### src/rtl/pipe_hazard_ctrl_if.sv
// Hazard-controller bus: hazard/handshake inputs from the pipeline and the
// resulting PC / pipeline-register controls plus status and perf counters.
interface pipe_hazard_ctrl_if #(
  parameter int CNT_W = 16
);
  logic             load_use_i;
  logic             branch_taken_i;
  logic             mem_req_i;
  logic             mem_ready_i;
  logic             pc_write_o;
  logic             ifid_write_o;
  logic             ifid_flush_o;
  logic             idex_flush_o;
  logic             exmem_flush_o;
  logic             pipe_hold_o;
  logic             err_o;
  logic [1:0]       state_o;
  logic [CNT_W-1:0] stall_cnt_o;
  logic [CNT_W-1:0] flush_cnt_o;

  // master: the CPU pipeline side; slave: the hazard controller
  modport master (
    output load_use_i, branch_taken_i, mem_req_i, mem_ready_i,
    input  pc_write_o, ifid_write_o, ifid_flush_o, idex_flush_o,
           exmem_flush_o, pipe_hold_o, err_o, state_o, stall_cnt_o, flush_cnt_o
  );
  modport slave (
    input  load_use_i, branch_taken_i, mem_req_i, mem_ready_i,
    output pc_write_o, ifid_write_o, ifid_flush_o, idex_flush_o,
           exmem_flush_o, pipe_hold_o, err_o, state_o, stall_cnt_o, flush_cnt_o
  );
endinterface

### src/rtl/pipe_hazard_ctrl.sv
// Pipeline stall/flush sequencer: memory freeze > branch flush > load-use stall,
// with a data-memory timeout into a sticky ERR. HAZ_PERF_CNT_EN adds perf counters.
module pipe_hazard_ctrl #(
  parameter int MEM_TIMEOUT = 15,
  parameter int CNT_W       = 16
) (
  input  logic               clk_i,
  input  logic               rst_i,
  pipe_hazard_ctrl_if.slave  bus
);
  typedef enum logic [1:0] {RUN = 2'b00, MEM_WAIT = 2'b01, ERR = 2'b10} state_t;

  localparam logic [7:0] LP_WAIT_LAST = 8'(MEM_TIMEOUT - 1);

  state_t     r_state;
  logic [7:0] r_wait_cnt;

  logic w_freeze, w_pc_write, w_ifid_write, w_ifid_flush, w_idex_flush;
  logic w_exmem_flush, w_hold, w_err;

  // On the MEM_WAIT release cycle the freeze term drops and branch/load-use
  // resolve exactly as they would in RUN.
  always_comb begin
    w_freeze      = 1'b1;
    w_err         = 1'b0;
    w_pc_write    = 1'b1;
    w_ifid_write  = 1'b1;
    w_ifid_flush  = 1'b0;
    w_idex_flush  = 1'b0;
    w_exmem_flush = 1'b0;
    w_hold        = 1'b0;
    case (r_state)
      RUN:      w_freeze = bus.mem_req_i & ~bus.mem_ready_i;
      MEM_WAIT: w_freeze = ~bus.mem_ready_i;
      ERR: begin
        w_freeze = 1'b1;
        w_err    = 1'b1;
      end
      default:  w_freeze = 1'b1;
    endcase
    if (w_freeze) begin
      w_pc_write   = 1'b0;
      w_ifid_write = 1'b0;
      w_hold       = 1'b1;
    end else if (bus.branch_taken_i) begin
      w_ifid_flush  = 1'b1;
      w_idex_flush  = 1'b1;
      w_exmem_flush = 1'b1;
    end else if (bus.load_use_i) begin
      w_pc_write   = 1'b0;
      w_ifid_write = 1'b0;
      w_idex_flush = 1'b1;
    end
  end

  always_ff @(posedge clk_i or negedge rst_i) begin
    if (!rst_i) begin
      r_state    <= RUN;
      r_wait_cnt <= 8'd0;
    end else begin
      case (r_state)
        RUN: if (w_freeze) begin
          r_state    <= MEM_WAIT;
          r_wait_cnt <= 8'd0;
        end
        MEM_WAIT: begin
          if (bus.mem_ready_i)                  r_state <= RUN;
          else if (r_wait_cnt == LP_WAIT_LAST)  r_state <= ERR;
          else                                  r_wait_cnt <= r_wait_cnt + 8'd1;
        end
        ERR:     r_state <= ERR;
        default: r_state <= RUN;
      endcase
    end
  end

  assign bus.pc_write_o    = w_pc_write;
  assign bus.ifid_write_o  = w_ifid_write;
  assign bus.ifid_flush_o  = w_ifid_flush;
  assign bus.idex_flush_o  = w_idex_flush;
  assign bus.exmem_flush_o = w_exmem_flush;
  assign bus.pipe_hold_o   = w_hold;
  assign bus.err_o         = w_err;
  assign bus.state_o       = r_state;

`ifdef HAZ_PERF_CNT_EN
  logic [CNT_W-1:0] r_stall_cnt, r_flush_cnt;

  // Saturating counters; ERR cycles are not counted as stalls.
  always_ff @(posedge clk_i or negedge rst_i) begin
    if (!rst_i) begin
      r_stall_cnt <= '0;
      r_flush_cnt <= '0;
    end else begin
      if (r_state != ERR && !w_pc_write && r_stall_cnt != '1)
        r_stall_cnt <= r_stall_cnt + 1'b1;
      if (w_ifid_flush && r_flush_cnt != '1)
        r_flush_cnt <= r_flush_cnt + 1'b1;
    end
  end

  assign bus.stall_cnt_o = r_stall_cnt;
  assign bus.flush_cnt_o = r_flush_cnt;
`else
  localparam logic [CNT_W-1:0] LP_CNT_ZERO = '0;
  assign bus.stall_cnt_o = LP_CNT_ZERO;
  assign bus.flush_cnt_o = LP_CNT_ZERO;
`endif
endmodule

### src/flat_wrapper.sv
// flat-port wrapper written by rule: the top's interface ports become plain ports
module pipe_hazard_ctrl_flat 
#(
  parameter int MEM_TIMEOUT = 15,
  parameter int CNT_W       = 16
)
  (clk_i, rst_i, bus_load_use_i, bus_branch_taken_i, bus_mem_req_i, bus_mem_ready_i, bus_pc_write_o, bus_ifid_write_o, bus_ifid_flush_o, bus_idex_flush_o, bus_exmem_flush_o, bus_pipe_hold_o, bus_err_o, bus_state_o, bus_stall_cnt_o, bus_flush_cnt_o);
  pipe_hazard_ctrl_if #(.CNT_W(CNT_W)) bus_i ();
  input  logic clk_i;
  input  logic rst_i;
  input wire logic [$bits(bus_i.load_use_i)-1:0] bus_load_use_i;
  input wire logic [$bits(bus_i.branch_taken_i)-1:0] bus_branch_taken_i;
  input wire logic [$bits(bus_i.mem_req_i)-1:0] bus_mem_req_i;
  input wire logic [$bits(bus_i.mem_ready_i)-1:0] bus_mem_ready_i;
  output wire logic [$bits(bus_i.pc_write_o)-1:0] bus_pc_write_o;
  output wire logic [$bits(bus_i.ifid_write_o)-1:0] bus_ifid_write_o;
  output wire logic [$bits(bus_i.ifid_flush_o)-1:0] bus_ifid_flush_o;
  output wire logic [$bits(bus_i.idex_flush_o)-1:0] bus_idex_flush_o;
  output wire logic [$bits(bus_i.exmem_flush_o)-1:0] bus_exmem_flush_o;
  output wire logic [$bits(bus_i.pipe_hold_o)-1:0] bus_pipe_hold_o;
  output wire logic [$bits(bus_i.err_o)-1:0] bus_err_o;
  output wire logic [$bits(bus_i.state_o)-1:0] bus_state_o;
  output wire logic [$bits(bus_i.stall_cnt_o)-1:0] bus_stall_cnt_o;
  output wire logic [$bits(bus_i.flush_cnt_o)-1:0] bus_flush_cnt_o;
  assign bus_i.load_use_i = bus_load_use_i;
  assign bus_i.branch_taken_i = bus_branch_taken_i;
  assign bus_i.mem_req_i = bus_mem_req_i;
  assign bus_i.mem_ready_i = bus_mem_ready_i;
  assign bus_pc_write_o = bus_i.pc_write_o;
  assign bus_ifid_write_o = bus_i.ifid_write_o;
  assign bus_ifid_flush_o = bus_i.ifid_flush_o;
  assign bus_idex_flush_o = bus_i.idex_flush_o;
  assign bus_exmem_flush_o = bus_i.exmem_flush_o;
  assign bus_pipe_hold_o = bus_i.pipe_hold_o;
  assign bus_err_o = bus_i.err_o;
  assign bus_state_o = bus_i.state_o;
  assign bus_stall_cnt_o = bus_i.stall_cnt_o;
  assign bus_flush_cnt_o = bus_i.flush_cnt_o;
  pipe_hazard_ctrl #(.MEM_TIMEOUT(MEM_TIMEOUT), .CNT_W(CNT_W)) u_core (.clk_i(clk_i), .rst_i(rst_i), .bus(bus_i));
endmodule
### config.mk
export PLATFORM = sky130hd
export DESIGN_NAME = pipe_hazard_ctrl_flat
export DESIGN_NICKNAME = d
export VERILOG_FILES = /design/src/rtl/pipe_hazard_ctrl_if.sv /design/src/rtl/pipe_hazard_ctrl.sv /design/src/flat_wrapper.sv
export SDC_FILE = /design/constraint.sdc
export NUM_CORES = 1
export LEC_CHECK = 0
export BUFFER_PORTS_ARGS = -buffer_cell sky130_fd_sc_hd__buf_4
export CORE_UTILIZATION = 40
export DETAILED_ROUTE_END_ITERATION = 7
export GPL_ROUTABILITY_DRIVEN = 1
export MAX_ROUTING_LAYER = met4
export PLACE_DENSITY = 0.73
export REMOVE_ABC_BUFFERS = 1
export SKIP_CTS_REPAIR_TIMING = 1
export SLEW_MARGIN = 20
export SYNTH_ARGS = -nofsm -noshare
export SYNTH_HDL_FRONTEND = slang
export SYNTH_SLANG_ARGS = --single-unit
### constraint.sdc
create_clock -name clk_i -period 3.4 [get_ports clk_i]
set_input_delay 0.34 -clock clk_i [delete_from_list [all_inputs] [get_ports clk_i]]
set_output_delay 0.34 -clock clk_i [all_outputs]
set_load 0.05 [all_outputs]
==> results.json <==
{
  "sequentialPowerShare_pct": 34.9,
  "die_w_um": 48.0,
  "fin_crit_sh_pct": 54.8,
  "floorplan.die.height_um": 48.0,
  "worst_vdd_rail_ir_drop_v": 0.000360,
  "worst-path-max-fanout": 8,
  "std_cell_rows": 16,
  "drive_above_1_share_pct": 22.5,
  "ctsRootBufferMaster": "sky130_fd_sc_hd__clkbuf_4",
  "initial_core_util_pct": 42.7,
  "avgViaCountPerCell": 4.46,
  "number_of_synthesis_warnings": 0,
  "timing.critical_path.slowest_stage_cell": "sky130_fd_sc_hd__or4b_4",
  "clock_skew_ps": 4.08,
  "grtUsageTotal_pct": 13.8,
  "synth_cell_types": 31,
  "drt_first_pass_iters": 2,
  "synth-adder-area-share_pct": 2.95,
  "synth_top_family_by_area": "buffers and inverters",
  "antenna_found_initial": 0,
  "cts_buffers": 3,
  "cellInternalPower_uw": 233,
  "nature_of_the_critical_path_startpoint": "flip-flop",
  "synth-async-reset-ratio_pct": 100,
  "worstPathArrival_ps": 2050,
  "critical-path-top-delay-family": "simple AND/OR/NAND/NOR gates",
  "crit_path_time_final_ps": 1860,
  "die-area_um2": 2310,
  "layout.area.seq_um2": 250,
  "number_of_buffers_and_inverters_on_the_critical_path": 1,
  "grt_first_pass_wirelength_um": 2060,
  "grt_setup_unrepaired": "no",
  "critical_path_required_ps": 3580,
  "fin_util_pct": 45.1,
  "dr_total_vias": 615,
  "clkLatencyLatePin_ps": 270,
  "layoutNonFillerInstCount": 138,
  "finalWirelength_um": 1320,
  "drc": 0,
  "post_synth_inst_count": 95,
  "sw_frac_of_total_pct": 46.0,
  "grt_overflow_total": 0,
  "ys.flop_type": "sky130_fd_sc_hd__dfrtp_1",
  "most-common-layout-cells": "sky130_fd_sc_hd__conb_1 (32), sky130_fd_sc_hd__buf_4 (14), sky130_fd_sc_hd__dfrtp_1 (10)",
  "clock_sink_count": 10,
  "maximum_clock_rate_mhz": 537,
  "outcome": "complete, no violations",
  "net-switching-power_uw": 198,
  "maxSlewViolCount": 0,
  "flow.area_growth_from_synthesis_pct": 5.47,
  "static-leakage-power_nw": 0.461,
  "port_buffers": 14,
  "yosys.area_share.simple_pct": 20.8,
  "synthesized_area_fraction_occupied_by_ao_oa_aoi_and_oai_cells_pct": 14.2,
  "cts.clk_slew.worst_paths_ps": 70,
  "core_ar_um2": 1980,
  "grt_max_degree": 11,
  "hold_class": "primary input to asynchronous set/reset pin",
  "final_setup_violation_count": 0,
  "floorplan.io_pins": 47,
  "dp_cell_count": 133,
  "insertedDiodeCount": 0,
  "setup_tns_ps": 0,
  "finalWeightedCongestion": 0.835,
  "postSynthRegisterBits": 10,
  "synth-edff-count": 0,
  "crit_chain": "inv_1, ha_1, or4b_4, o31ai_4, nand2_4, a31oi_1",
  "ant_nets": 0,
  "power.density_cell_area_nw_per_um2": 482,
  "finalNetCount": 120,
  "clkPwrFrac_pct": 25.0,
  "routed_wire_length_per_instance_um": 9.53,
  "synth.cell_area_um2": 847,
  "worst_path_largest_cell_delay_ps": 480,
  "power_frac_comb_pct": 40.1,
  "cts-root-to-sink-buffers": 2,
  "tritoncts": "yes",
  "synth_mux_area_share_pct": 0,
  "timing_hold_violations_final": 0,
  "synth_area_per_cell_um2": 8.92,
  "drt-initial-drc-count": 7,
  "layout_commonest_cell": "sky130_fd_sc_hd__conb_1",
  "synth_xor_area_share_pct": 1.03,
  "criticalPathCategory": "flip-flop to flip-flop",
  "grt_pass1_vias": 500,
  "place.detailed.hpwl_um": 1060,
  "timing.max_cap.violations": 0,
  "portion_of_the_post_synthesis_area_used_by_sequential_elements_pct": 29.5,
  "multiInputGateArea_um2": 450,
  "worst_setup_path_end_kind": "flip-flop",
  "fill_cells": 190,
  "cts-htree-levels": 1
}
[routing by layer]
metal / vias up / part of all wire (%) / GRT usage [%]
met5: - / 0 / -
met4: 0 / 0 / 1.67
met3: 0 / 8.0 / 6.79
met2: 28 / 48 / 23.0
met1: 289 / 44 / 15.2
li1: 298 / - / -
[sequential cells by signal, indices dropped and copies added (netlist names)]
register,flops
u_core.bus.state_o,2
u_core.r_wait_cnt,8
[stage by stage]
stage / instance area [um^2] / worst slack, ps / hold slack (ps) / power [mW]
4_1_cts: 883 / 1520 / -116 / 0.435
5_1_grt: 893 / 1420 / 442 / 0.460
2_1_floorplan: 708 / 312 / 44.4 / 0.293
3_5_place_dp: 847 / 1540 / 178 / 0.324
3_3_place_gp: 847 / 1590 / 177 / 0.321
6_report: 893 / 1540 / 433 / 0.431
[power groups by stage]
stage	Sequential [mW]	Clock [mW]	Combinational (mW)
2_1_floorplan	0.153	0	0.141
3_3_place_gp	0.151	0	0.170
3_5_place_dp	0.153	0	0.172
4_1_cts	0.150	0.112	0.173
5_1_grt	0.154	0.119	0.186
6_report	0.150	0.108	0.173
[cells by family after synthesis]
family / after synthesis
buf+inv: 36
simple gates: 29
compound gates: 16
flops: 10
fa+ha+maj: 2
xor+xnor: 1
other cells: 1
[Yosys cell counts, types with 2 or more instances]
| library cell | n | area share [%] |
|---|---|---|
| sky130_fd_sc_hd__nor2_1 | 5 | 2.2 |
| sky130_fd_sc_hd__inv_1 | 2 | 0.89 |
| sky130_fd_sc_hd__nand2_1 | 3 | 1.3 |
| sky130_fd_sc_hd__a21oi_1 | 3 | 1.8 |
| sky130_fd_sc_hd__a31oi_1 | 3 | 2.2 |
| sky130_fd_sc_hd__dfrtp_1 | 10 | 30 |
| sky130_fd_sc_hd__nand3_1 | 8 | 4.7 |
| sky130_fd_sc_hd__nor2b_1 | 2 | 1.5 |
| sky130_fd_sc_hd__ha_1 | 2 | 3.0 |
| sky130_fd_sc_hd__buf_4 | 34 | 30 |
| sky130_fd_sc_hd__o21ai_0 | 3 | 1.8 |
[final cells by class]
cell class	instances	area share, %
flip-flops and latches	10	28.0
inverters	2	0.840
repair buffers	15	12.9
clock buffers	4	4.06
well taps	27	3.78
multi-input cells	80	50.4
[worst paths after layout]
kind / cells past startpoint / start / slack [ps] / end
worst max-delay path: 6 / u_core.r_wait_cnt[0]$_DFFE_PN0P_ / 1540 / u_core.r_wait_cnt[2]$_DFFE_PN0P_
worst min-delay path: 2 / rst_i / 430 / u_core.bus.state_o[1]$_DFFE_PN0P_
worst max register to register: 6 / u_core.r_wait_cnt[0]$_DFFE_PN0P_ / 1540 / u_core.r_wait_cnt[2]$_DFFE_PN0P_
worst min register to register: 1 / u_core.r_wait_cnt[6]$_DFFE_PN0P_ / 540 / u_core.r_wait_cnt[6]$_DFFE_PN0P_
max in group asynchronous: 2 / rst_i / 2820 / u_core.r_wait_cnt[1]$_DFFE_PN0P_
min in group clk_i: 3 / bus_mem_ready_i / 450 / u_core.bus.state_o[1]$_DFFE_PN0P_
No activity file was read; power rests on OpenSTA's default activity.
